===== config.mk =====
export PLATFORM = sky130hd
export DESIGN_NAME = rpn_eval
export DESIGN_NICKNAME = d
export VERILOG_FILES = /design/src/rtl/rpn_eval.sv
export SDC_FILE = /design/constraint.sdc
export NUM_CORES = 1
export LEC_CHECK = 0
export CAP_MARGIN = 30
export CORE_MARGIN = 5
export CORE_UTILIZATION = 30
export DETAILED_ROUTE_END_ITERATION = 12
export GPL_TIMING_DRIVEN = 0
export PLACE_DENSITY_LB_ADDON = 0.1
export SLEW_MARGIN = 10
export SYNTH_ARGS = -nofsm -noshare
export SYNTH_HDL_FRONTEND = slang
export SYNTH_SLANG_ARGS = --single-unit
export TNS_END_PERCENT = 30

===== constraint.sdc =====
create_clock -name clk -period 8.6 [get_ports clk]
set_input_delay 1.72 -clock clk [delete_from_list [all_inputs] [get_ports clk]]
set_output_delay 1.72 -clock clk [all_outputs]
set_load 0.01 [all_outputs]

===== src/rtl/rpn_eval.sv =====
// Postfix expression evaluator driving an external LIFO stack.
// Keeps a shadow occupancy count so illegal pushes/pops are rejected before reaching the stack.
module rpn_eval #(
    parameter int DW = 8,
    parameter int AW = 4
) (
    input  logic          clk,
    input  logic          rst,
    input  logic          tok_valid,
    output logic          tok_ready,
    input  logic          tok_is_op,
    input  logic [DW-1:0] tok_data,
    output logic          res_valid,
    input  logic          res_ready,
    output logic [DW-1:0] res_data,
    output logic          err,
    output logic [1:0]    err_code,
    output logic          stk_push,
    output logic          stk_pop,
    output logic [DW-1:0] stk_din,
    input  logic [DW-1:0] stk_dout,
    input  logic          stk_full,
    input  logic          stk_empty
);

    localparam logic [AW-1:0] CNT_MAX = '1;
    localparam logic [2:0]    OP_ILL  = 3'd6;
    localparam logic [2:0]    OP_RES  = 3'd7;
    localparam logic [1:0]    E_OVF   = 2'd1;
    localparam logic [1:0]    E_UNF   = 2'd2;
    localparam logic [1:0]    E_ILL   = 2'd3;

    typedef enum logic [2:0] {S_IDLE, S_POP2, S_EXEC, S_RCAP, S_ROUT} state_t;

    state_t        state;
    logic [AW-1:0] cnt;
    logic [DW-1:0] b_q;
    logic [2:0]    op_q;
    logic [2:0]    opcode;
    logic          rej;
    logic [1:0]    rej_code;

    function automatic logic [DW-1:0] alu_f(input logic signed [DW-1:0] a,
                                            input logic signed [DW-1:0] b,
                                            input logic [2:0]           op);
        logic signed [DW-1:0] r;
        case (op)
            3'd0:    r = a + b;
            3'd1:    r = a - b;
            3'd2:    r = a * b;
            3'd3:    r = a & b;
            3'd4:    r = a | b;
            3'd5:    r = a ^ b;
            default: r = '0;
        endcase
        return r;
    endfunction

    always_comb begin
        opcode    = tok_data[2:0];
        tok_ready = (state == S_IDLE);
        stk_push  = 1'b0;
        stk_pop   = 1'b0;
        stk_din   = '0;
        rej       = 1'b0;
        rej_code  = 2'd0;
        case (state)
            S_IDLE: begin
                if (tok_valid) begin
                    if (!tok_is_op) begin
                        if (cnt != CNT_MAX && !stk_full) begin
                            stk_push = 1'b1;
                            stk_din  = tok_data;
                        end else begin
                            rej      = 1'b1;
                            rej_code = E_OVF;
                        end
                    end else if (opcode == OP_RES) begin
                        if (cnt == AW'(1)) begin
                            stk_pop = 1'b1;
                        end else begin
                            rej      = 1'b1;
                            rej_code = (cnt == '0) ? E_UNF : E_ILL;
                        end
                    end else if (opcode == OP_ILL) begin
                        rej      = 1'b1;
                        rej_code = E_ILL;
                    end else if (cnt >= AW'(2)) begin
                        stk_pop = 1'b1;
                    end else begin
                        rej      = 1'b1;
                        rej_code = E_UNF;
                    end
                end
            end
            S_POP2: stk_pop = 1'b1;
            // stk_dout holds A here; B was captured in the previous cycle
            S_EXEC: begin
                stk_push = 1'b1;
                stk_din  = alu_f(stk_dout, b_q, op_q);
            end
            default: ;
        endcase
    end

    always_ff @(posedge clk or posedge rst) begin
        if (rst) begin
            state     <= S_IDLE;
            cnt       <= '0;
            res_valid <= 1'b0;
            res_data  <= '0;
            err       <= 1'b0;
            err_code  <= 2'd0;
        end else begin
            err <= rej;
            if (rej)
                err_code <= rej_code;
            if (stk_push)
                cnt <= cnt + AW'(1);
            else if (stk_pop)
                cnt <= cnt - AW'(1);
            case (state)
                S_IDLE: if (stk_pop) state <= (opcode == OP_RES) ? S_RCAP : S_POP2;
                S_POP2: state <= S_EXEC;
                S_EXEC: state <= S_IDLE;
                S_RCAP: begin
                    res_data  <= stk_dout;
                    res_valid <= 1'b1;
                    state     <= S_ROUT;
                end
                S_ROUT: begin
                    if (res_ready) begin
                        res_valid <= 1'b0;
                        state     <= S_IDLE;
                    end
                end
                default: state <= S_IDLE;
            endcase
        end
    end

    // Operand/opcode capture is pure datapath and needs no reset
    always_ff @(posedge clk) begin
        if (state == S_IDLE && stk_pop)
            op_q <= opcode;
        if (state == S_POP2)
            b_q <= stk_dout;
    end

    a_no_push_pop : assert property (@(posedge clk) disable iff (rst) !(stk_push && stk_pop));
    a_pop_nonempty : assert property (@(posedge clk) disable iff (rst)
        stk_pop |-> (cnt != '0) && !stk_empty);

endmodule


==> After elaboration in Yosys (flattened, before gate mapping) <==
Index checks and enable logic that the tools add are counted.
{ "word_totals": {"reg_bits": 30, "latchBits": 0, "ram_bits": 0, "rom_bits": 0, "input_bits": 23, "out_inout_bits": 23, "elab_cells": 83, "mem_count": 0} }
{ "op_classes": {"addsub": 4, "multipliers": 1, "n_div": 0, "magnitude_cmp": 1, "n_eq_ne": 15, "n_shift": 0, "n_mux": 41, "bitwise": 3, "reduce_logical": 10} }
{ "ops": {"columns": ["op", "count"], "rows": [
  ["$pmux 8 s6", 1],
  ["$mux 8", 3],
  ["$mux 1", 20],
  ["$mux 2", 8],
  ["$pmux 8 s2", 1],
  ["$eq 3x3->1 const B", 5],
  ["$eq 3x2->1 const B", 4],
  ["$pmux 3 s4", 1],
  ["$add 8x8->8", 1],
  ["$and 8x8->8", 1],
  ["$mul 8x8->8", 1],
  ["$mux 4", 2],
  ["$or 8x8->8", 1],
  ["$sub 8x8->8", 1],
  ["$xor 8x8->8", 1],
  ["$eq 3x1->1 const B", 2],
  ["$logic_not 3->1", 2],
  ["$mux 3", 2],
  ["$pmux 1 s2", 3],
  ["$add 4x1->4 const B", 1],
  ["$eq 4x1->1 const B", 1],
  ["$ge 4x2->1 const B", 1],
  ["$logic_not 4->1", 1],
  ["$ne 4x4->1 const B", 1],
  ["other kinds (7)", 10]
]} }

==> Longest topological paths before layout <==
Gate-level depths: netlist (run 1).
{ "depth": {"word_depth": 9, "ltp_mapped": 19, "depth_no_buf": 19} }

==> Worst setup path after synthesis (run 1) <==
No wires, ideal clock.
{ "synth_timing": {"path_type": "in2out", "start": "input port stk_dout[0]", "end": "output port stk_din[7]", "t_arrival_ns": 5.379, "t_required_ns": 6.880, "path_slack_ns": 1.501, "cell_stages": 18, "path_buffers": 0, "cell_sequence": "clkinv_1 nor2_1 fa_1 inv_1 fa_1 inv_1 ha_1 inv_1 fa_1 inv_1 ha_1 a21o_1 a21oi_1 xnor3_1 xnor3_1 o21ai_1 a221oi_1 o21ai_1"} }
{ "synth_between": {"elab_chain_cells": 3, "word_cells_on_any_way": 5, "cone_classes": "add/sub: 2; mul: 1; mux: 2"} }
{ "synth_lines": {"columns": ["element", "line_no", "rtl"], "rows": [
  ["start: declaration", "21", "input logic [DW-1:0] stk_dout,"],
  ["$mul 8x8->8, or another cell as far along", "50", "3'd2: r = a * b;"],
  ["$pmux 8 s6 (*)", "47", "case (op)"],
  ["$pmux 8 s2 (*)", "67", "case (state)"],
  ["end: declaration", "20", "output logic [DW-1:0] stk_din,"]
]} }
Mark *: on every way between the ends. The rest lies on a longest branch, timed or not.

==> Final worst setup path (run 1) <==
{ "layout_timing": {"start": "input port stk_dout[6]", "end": "output port stk_din[7]"} }
Same word-level chain as after synthesis.

==> results.cfg, run 1 <==
[critical_path]
rrSetupSlack_ns = 6.36
reg2reg_depth = 9
endpoint_kind = output pin
reg2reg_from = cnt[0]
reg2reg_to = cnt[2]
path_class = in2out
slowest_stage = clkdlybuf4s50_1
startpoint_type = input pin
cp_data_arrival_time_ns = 6.59
critical_path.max_stage_delay_ns = 0.60
critPathMaxFanout = 5
path_cells = clkdlybuf4s50_1 -> inv_1 -> nor2_1 -> ha_1 -> inv_1 -> fa_1 -> fa_1 -> fa_1 -> inv_1 -> ha_1 -> a21oi_2 -> xnor3_1 -> xnor3_1 -> o21ai_1 -> a221oi_1 -> o21ai_1 -> clkdlybuf4s50_1
cp_data_required_time_ns = 6.88

[finish]
fin_area_um2 = 3990
fin_util_pct = 38.4
syn_to_final_growth_pct = 25.0
num-nets-final = 507
fin_cells = 560
diodes = 0
drive_gt1_share_pct = 6.60

[die]
rows = 37
die_w_um = 113
dieArea_um2 = 12800
die_y_um = 113
io_pins = 46
start_util_pct = 30.8
core-area_um2 = 10400

[placement]
dp_hpwl_um = 7210
placed_area_um2 = 3820
place.gp.congestion = 0.890
pre_cts_ws_ns = -0.208
port_buffers = 44
dp_cells = 550

[sta]
fin_crit_sh_pct = 96.7
max_freq_ghz = 0.120
slew_violations = 0
final.min_clock_period_ns = 8.31
fin_setup_tns_ns = 0
rsz0062_at_grt = no
finalSetupViolations = 0
worstMarginPinSlew_ns = 0.764
clock_skew_ns = 0.00892
hold_violations = 0
relSlewSlack_pct = 49.0
finalWorstSetupSlack_ns = 0.285

[clock_network]
root_buffer = clkbuf_8
clkTransAtPathRegs_ns = 0.07
cts_buffer_depth = 2
cts_tree = built
htreeDepth = 2
cts_hold_buf = 0
clk_latency_ns = 0.28
cts_buffers = 5
clock_sinks = 30

[logic_synthesis]
synthFlopType = dfrtp_1
synth_top_area_share_pct = 18.8
yosysTopAreaCell = ha_1
synthMuxAreaShare_pct = 1.61
synth_nets = 453
ys_types = 49
yosysMostFrequentCell = inv_1
synth_commonest_cells = 53 x inv_1, 48 x ha_1, 43 x nor2_1
syn_area_um2 = 3190
async_flop_share_pct = 63.3
synth_xor_area_share_pct = 8.55
synth_adder_area_share_pct = 27.0
synth_top_family_by_area = adder cells
syn_avg_cell_area_um2 = 8.64
synth_simple_gate_area_share_pct = 17.1
synth_edf_count = 11
ys_seq_area_share_pct = 25.3
ys_ff_latch = 30
synth_compound_area_share_pct = 13.3
syn_inst = 369
ys.warnings.count = 0
yosys-top-cells-area = ha_1 19%, dfrtp_1 15%, edfxtp_1 10%, fa_1 8.2%, inv_1 6.2%

[pwr]
vdd_ir_drop_max_v = 0.000133
pwr_density_cell_nw_per_um2 = 222
leakage_uw = 0.00185

[global_routing]
grt_max_degree = 20
grt.total_usage_pct = 14.4
grt_pass1_wl_um = 14800
grt-ovfl-total = 0
antenna_found_initial = 0
grt_pass1_vias = 2780

[drt]
ant_nets = 0
drtPass1Iterations = 4
wl_um = 8910
drt_drc_violations_left = 0
post_drt_wl_per_cell_um = 15.9
vias_per_cell = 4.75
num_vias = 2662
drt_iter0_drc = 84

[worst_hold_path]
worstHoldStart = res_data[6]
hold_path_end = res_data[6]
holdCritPathClass = reg2reg
hold_depth = 2

[status]
outcome = finished, final reports clean

[job]
drv_cap = 0
worst max path at each step:
stage            endpoint  slack [ns]  cells past startpoint        start
2_1_floorplan  stk_din[7]        1.50                     18  stk_dout[0]
3_3_place_gp   stk_din[7]       -0.22                     20  stk_dout[0]
3_5_place_dp   stk_din[7]       -0.21                     20  stk_dout[0]
4_1_cts        stk_din[7]      0.0002                     19  stk_dout[2]
5_1_grt        stk_din[7]        0.06                     17  stk_dout[6]
6_report       stk_din[7]        0.29                     17  stk_dout[6]
per-layer routing:
metal / vias up / global-route usage, % / part of all wire (%)
li1: 1342 / - / -
met3: 6 / 1.93 / 3.6
met5: - / 0 / 0
met4: 0 / 3.85 / 0.79
met1: 1264 / 20.3 / 49
met2: 50 / 23.3 / 46
per-stage QoR:
| stage | hold slack (ns) | power [uW] |
|---|---|---|
| after detailed placement | 0.479 | 728 |
| after global placement | 0.473 | 722 |
| after global routing | 0.516 | 972 |
| after floorplan | 0.477 | 548 |
| final | 0.487 | 886 |
| after CTS | 0.498 | 902 |
area by class of cell:
class,count,area (um^2)
timing repair buffer,47,474
fill,1106,6380
inverter,54,208
tap,136,170
clock buffer,7,108
buffer,6,26.3
multi-input combinational,279,2160
sequential,30,806
clock inverter,1,30.0
state kept, by name, indices dropped and copies added, names as in the netlist:
register and flops:
b_q 8, res_data 8, cnt 4, op_q 3
state 3, err_code 2, err 1, res_valid 1
cell families after synthesis:
family,Yosys count
AO/OA/AOI/OAI,68
XOR/XNOR,28
adder cells (fa/ha/maj),61
buffers and inverters,60
flip-flops,30
multiplexers,5
AND/OR/NAND/NOR,117
repair_timing:
action,in CTS,in global routing
resized for setup,8,5
setup endpoints to repair,1,1
buffers inserted,0,2
placed cells by master (no fill, tap or decap), drive strengths merged, types with 3 or more instances in the layout:
cell type      count
inv               53
ha                48
nor2              45
nand2             40
clkdlybuf4s50     38
xnor2             22
o21ai             20
dfrtp             19
a21oi             15
fa                13
edfxtp            11
clkbuf            11
a31oi              9
nor2b              8
nor3               5
o22ai              5
a22oi              5
buf                5
xor2               4
mux2i              4
dlymetal6s2s       4
a32o               3
nand2b             3
and3               3
power breakdown:
part           switching (uW)  total [uW]  internal (uW)
combinational             249         489            239
clock                    54.6         167            112
sequential               39.4         231            192
worst max-delay path, delay by kind of cell:
kind,cells,cell delay [ns]
adders and majority gates,5,2.03
and+or+nand+nor,1,0.13
AOI/OAI and AO/OA,4,0.66
buffers and inverters,5,1.43
xor gates and xnor gates,2,0.60
(Power assumes the default switching activity.)
==> run 2: changes to the inputs <==
SETUP_SLACK_MARGIN = 0.3   (was not set)
==> run 2 against run 1 <==
  * Combinational power increased by 1%
  * Maximum frequency increased by 3.1%
  * Sequential power about the same
  * Via count increased by 0.71%
==> results.cfg, run 2 (synthesized netlist as in run 1, its figures left out) <==
[clock_network]
root_buffer = clkbuf_8
cts_tree = built
cts_buffer_depth = 2
clkTransAtPathRegs_ns = 0.07
cts_hold_buf = 0
htreeDepth = 2
clock_sinks = 30
cts_buffers = 5
clk_latency_ns = 0.28

[critical_path]
path_common_cell = inv_1
critical_path.max_stage_delay_ns = 0.60
reg2reg_depth = 9
path_buf_inv = 7
path_delay_family = adder cells
rrSetupSlack_ns = 6.36
path_cells = dlygate4sd2_1 -> inv_2 -> nor2_1 -> ha_1 -> inv_1 -> fa_1 -> inv_1 -> ha_1 -> inv_1 -> fa_1 -> inv_1 -> ha_1 -> a21o_1 -> a21oi_2 -> xnor3_1 -> xnor3_1 -> o21ai_2 -> a221oi_2 -> o21ai_1 -> clkdlybuf4s50_1
endpoint_kind = output pin
reg2reg_to = cnt[2]
cp_data_arrival_time_ns = 6.34
cp_data_required_time_ns = 6.88
slowest_stage = fa_1
path_class = in2out
startpoint_type = input pin
critPathMaxFanout = 5
reg2reg_from = cnt[0]

[sta]
finalWorstSetupSlack_ns = 0.539
slew_violations = 0
fin_crit_sh_pct = 93.7
rsz0062_at_grt = no
clock_skew_ns = 0.00928
hold_violations = 0
fin_hold_ws_ns = 0.487
max_freq_ghz = 0.124
relSlewSlack_pct = 49.2
final.min_clock_period_ns = 8.06
finalSetupViolations = 0
worstMarginPinSlew_ns = 0.761

[drt]
num_vias = 2681
post_drt_wl_per_cell_um = 15.9
ant_nets = 0
drt_iter0_drc = 95
drt_drc_violations_left = 0
wl_um = 8930
vias_per_cell = 4.77
drtPass1Iterations = 5

[die]
die_w_um = 113
io_pins = 46
dieArea_um2 = 12800
rows = 37
start_util_pct = 30.8
core-area_um2 = 10400
die_y_um = 113

[pwr]
leakage_uw = 0.00183
p_comb_share_pct = 55.4
pwr_density_cell_nw_per_um2 = 224
switching_share_pct = 39.0
p_seq_share_pct = 25.9
vdd_ir_drop_max_v = 0.000134
p_switching_uw = 349
clockPowerShare_pct = 18.7
internal_power_uw = 545

[finish]
fin_area_um2 = 3990
layout_common_cells = 49 x inv_1, 47 x ha_1, 43 x nor2_1
final_common_cell = inv_1
num-nets-final = 509
fin_util_pct = 38.4
fin_cells = 562
drive_gt1_share_pct = 8.45
diodes = 0
reg.largest.list = b_q x8, res_data x8, cnt x4
syn_to_final_growth_pct = 25.0

[global_routing]
grt-ovfl-total = 0
grt_pass1_vias = 2806
grt.total_usage_pct = 14.4
grt_max_degree = 20
grt_pass1_wl_um = 14800
antenna_found_initial = 0

[placement]
dp_cells = 550
dp_hpwl_um = 7210
placed_area_um2 = 3820
pre_cts_ws_ns = -0.208
place.gp.congestion = 0.890
port_buffers = 44

[worst_hold_path]
hold_depth = 2
hold_path_end = res_data[6]
worstHoldStart = res_data[6]
holdCritPathClass = reg2reg

[job]
drv_cap = 0

[status]
outcome = finished, final reports clean
## run 2: cell count changes in the layout (fill, tap and decap cells not counted), sizes merged
cell and change:
dlygate4sd2 +1, clkdlybuf4s15 +1, clkbuf +3, dlymetal6s2s -4, clkdlybuf4s50 -1, buf +2
## run 2: per-stage QoR
stage               setup TNS, ns  power (uW)
detailed placement         -0.208         728
global placement           -0.223         722
floorplan                       0         548
global route                    0         978
CTS                             0         908
finish                          0         894
## run 2: metal layers
| metal | wire length [um] | vias up | track usage, % |
|---|---|---|---|
| met5 | 0 | - | 0 |
| met4 | 124 | 0 | 4.09 |
| met3 | 334 | 10 | 2.41 |
| met2 | 4090 | 59 | 23.3 |
| met1 | 4380 | 1264 | 20.0 |
| li1 | - | 1348 | - |
## run 2: area by class of cell
class / instances / area [um^2]
Fill cell: 1107 / 6380
Multi-Input combinational cell: 279 / 2180
Sequential cell: 30 / 806
Timing Repair Buffer: 49 / 463
Inverter: 54 / 208
Tap cell: 136 / 170
Clock buffer: 7 / 108
Clock inverter: 1 / 30.0
Buffer: 6 / 26.3
## run 2: worst max-delay path by stage
stage,startpoint,end,cells past startpoint
2_1_floorplan,stk_dout[0],stk_din[7],18
3_3_place_gp,stk_dout[0],stk_din[7],20
3_5_place_dp,stk_dout[0],stk_din[7],20
4_1_cts,stk_dout[0],stk_din[7],20
5_1_grt,stk_dout[4],stk_din[7],20
6_report,stk_dout[4],stk_din[7],20
## run 2: power by group through the flow
| stage | registers (uW) | logic, uW | clock network [uW] |
|---|---|---|---|
| 2_1_floorplan | 235 | 312 | 0 |
| 3_3_place_gp | 234 | 488 | 0 |
| 3_5_place_dp | 234 | 494 | 0 |
| 4_1_cts | 232 | 504 | 173 |
| 5_1_grt | 238 | 561 | 180 |
| 6_report | 232 | 495 | 167 |
## run 2: worst register-to-register path, cell delays in order (launching register included)
cell and delay, ns:
dfrtp_1 0.43, inv_1 0.13, ha_1 0.21, or4_1 0.40, a32o_1 0.26, and3_4 0.21
nor2_8 0.13, inv_1 0.07, a22oi_2 0.19, xnor2_1 0.14
## run 2: what timing repair did
action	4_1_cts	5_1_grt
gates resized for setup	17	7
pin swaps	0	0
buffers inserted	2	2
endpoints found under the setup margin	1	1
==> run 3: changes to the inputs <==
clock period = 8.5 ns   (was 8.6 ns; I/O delays follow)
==> run 3 against run 2 <==
  * Largest cell class unchanged
  * Final cell count unchanged
  * First-iteration DRC count down 2.1%
  * Sequential power about the same
  * Routed wire length down 0.18%
  * Non-clock buffer count unchanged
  * Combinational power up 1%
  * Clock skew about the same
  * Sequential share of layout area down 0.063 points
  * Clock power about the same
==> results.cfg, run 3 (synthesized netlist as in run 1, its figures left out) <==
[pwr]
leakage_uw = 0.00184
fin_total_pwr_uw = 904
pwr_density_cell_nw_per_um2 = 226
vdd_ir_drop_max_v = 0.000135

[critical_path]
slowest_stage = fa_1
cp_data_required_time_ns = 6.80
reg2reg_from = cnt[0]
startpoint_type = input pin
path_cells = dlygate4sd2_1 -> inv_2 -> nor2_1 -> ha_1 -> inv_1 -> fa_1 -> inv_1 -> ha_1 -> inv_1 -> fa_1 -> inv_1 -> ha_1 -> a21o_1 -> a21oi_2 -> xnor3_1 -> xnor3_1 -> o21ai_2 -> a221oi_2 -> o21ai_1 -> dlymetal6s2s_1
critical_path.max_stage_delay_ns = 0.60
critPathMaxFanout = 5
endpoint_kind = output pin
path_delay_family = adder cells
path_common_cell = inv_1
crit_start = stk_dout[4]
path_buf_inv = 7
cp_data_arrival_time_ns = 6.01
path_class = in2out

[finish]
syn_to_final_growth_pct = 25.4
final_common_cell = inv_1
num-nets-final = 509
drive_gt1_share_pct = 8.92
reg.largest.list = b_q x8, res_data x8, cnt x4
diodes = 0
layout_common_cells = 49 x inv_1, 46 x ha_1, 43 x nor2_1
fin_area_um2 = 4000

[clock_network]
cts_buffer_depth = 2
clock_sinks = 30
cts_hold_buf = 0
htreeDepth = 2
cts_tree = built
root_buffer = clkbuf_8
cts_buffers = 5
clk_latency_ns = 0.28
clkTransAtPathRegs_ns = 0.07

[sta]
slew_violations = 0
max_freq_ghz = 0.130
rsz0062_at_grt = no
hold_violations = 0
relSlewSlack_pct = 49.2
worstMarginPinSlew_ns = 0.761
fin_crit_sh_pct = 90.7
final.min_clock_period_ns = 7.71
clock_skew_ns = 0.00898
finalSetupViolations = 0

[status]
outcome = finished, final reports clean

[die]
dieArea_um2 = 12800
rows = 37
io_pins = 46
die_y_um = 113
core-area_um2 = 10400
die_w_um = 113
start_util_pct = 30.8

[drt]
drtPass1Iterations = 4
ant_nets = 0
drt_drc_violations_left = 0
num_vias = 2689
post_drt_wl_per_cell_um = 15.9
drt_iter0_drc = 93
vias_per_cell = 4.78
wl_um = 8910

[worst_hold_path]
worstHoldStart = res_data[6]
holdCritPathClass = reg2reg

[global_routing]
grt_pass1_vias = 2807
grt_pass1_wl_um = 14800
antenna_found_initial = 0
grt-ovfl-total = 0
grt.total_usage_pct = 14.4
grt_max_degree = 20

[placement]
dp_hpwl_um = 7210
port_buffers = 44
place.gp.congestion = 0.890
placed_area_um2 = 3820

[job]
drv_cap = 0
## run 3: path summary, 6_finish.rpt
check                              endpoint  slack (ns)  cells past startpoint
worst min-delay path            res_data[6]        0.49                      2
worst max register to register       cnt[2]        6.26                      9
worst max-delay path             stk_din[7]        0.79                     20
max in group asynchronous            cnt[0]        6.16                      2
min in group asynchronous       res_data[6]        1.85                      2
worst min register to register  res_data[6]        0.49                      2
## run 3: layer usage
layer	track usage [%]	part of all wire, %	vias to the layer above	routed length (um)
met4	4.09	1.2	0	104
met5	0	0	-	0
li1	-	-	1347	-
met1	20.0	49	1266	4320
met2	23.3	46	68	4130
met3	2.41	4.0	8	355
## run 3: metrics by stage
stage	setup TNS [ns]	std cells	hold slack, ns	setup slack, ns	util [%]
3_3_place_gp	-0.283	549	0.473	-0.283	36.6
2_1_floorplan	0	369	0.477	1.44	-
3_5_place_dp	-0.268	550	0.479	-0.268	36.8
5_1_grt	0	562	0.516	0.580	38.6
4_1_cts	0	560	0.498	0.318	38.4
6_report	0	562	0.487	0.790	38.6
## run 3: timing repair
| item | CTS | global route |
|---|---|---|
| setup endpoints to repair | 1 | 1 |
| pin swaps | 0 | 0 |
| setup buffers | 2 | 2 |
| gates cloned | 0 | 0 |
| resized for setup | 22 | 5 |
## run 3: layout make-up
class	instances	area (um^2)
fillers	1105	6370
multi-input cells	279	2180
flip-flops and latches	30	806
repair buffers	49	473
inverters	54	208
well taps	136	170
clock buffers	7	108
clock inverters	1	30.0
plain buffers	6	26.3
## run 3: power by group
group | leakage [uW] | switching (uW) | internal [uW]
combinational | 0.00145 | 257 | 245
sequential | 0.000324 | 39.9 | 194
clock | 0.0000696 | 55.8 | 113
total | 0.00184 | 353 | 552
## run 3: worst min-delay path, delay by kind of cell (launching register included)
| kind | cells | cell delay [ns] |
|---|---|---|
| and+or+nand+nor | 1 | 0.04 |
| DFF | 1 | 0.34 |
| AOI/OAI and AO/OA | 1 | 0.06 |
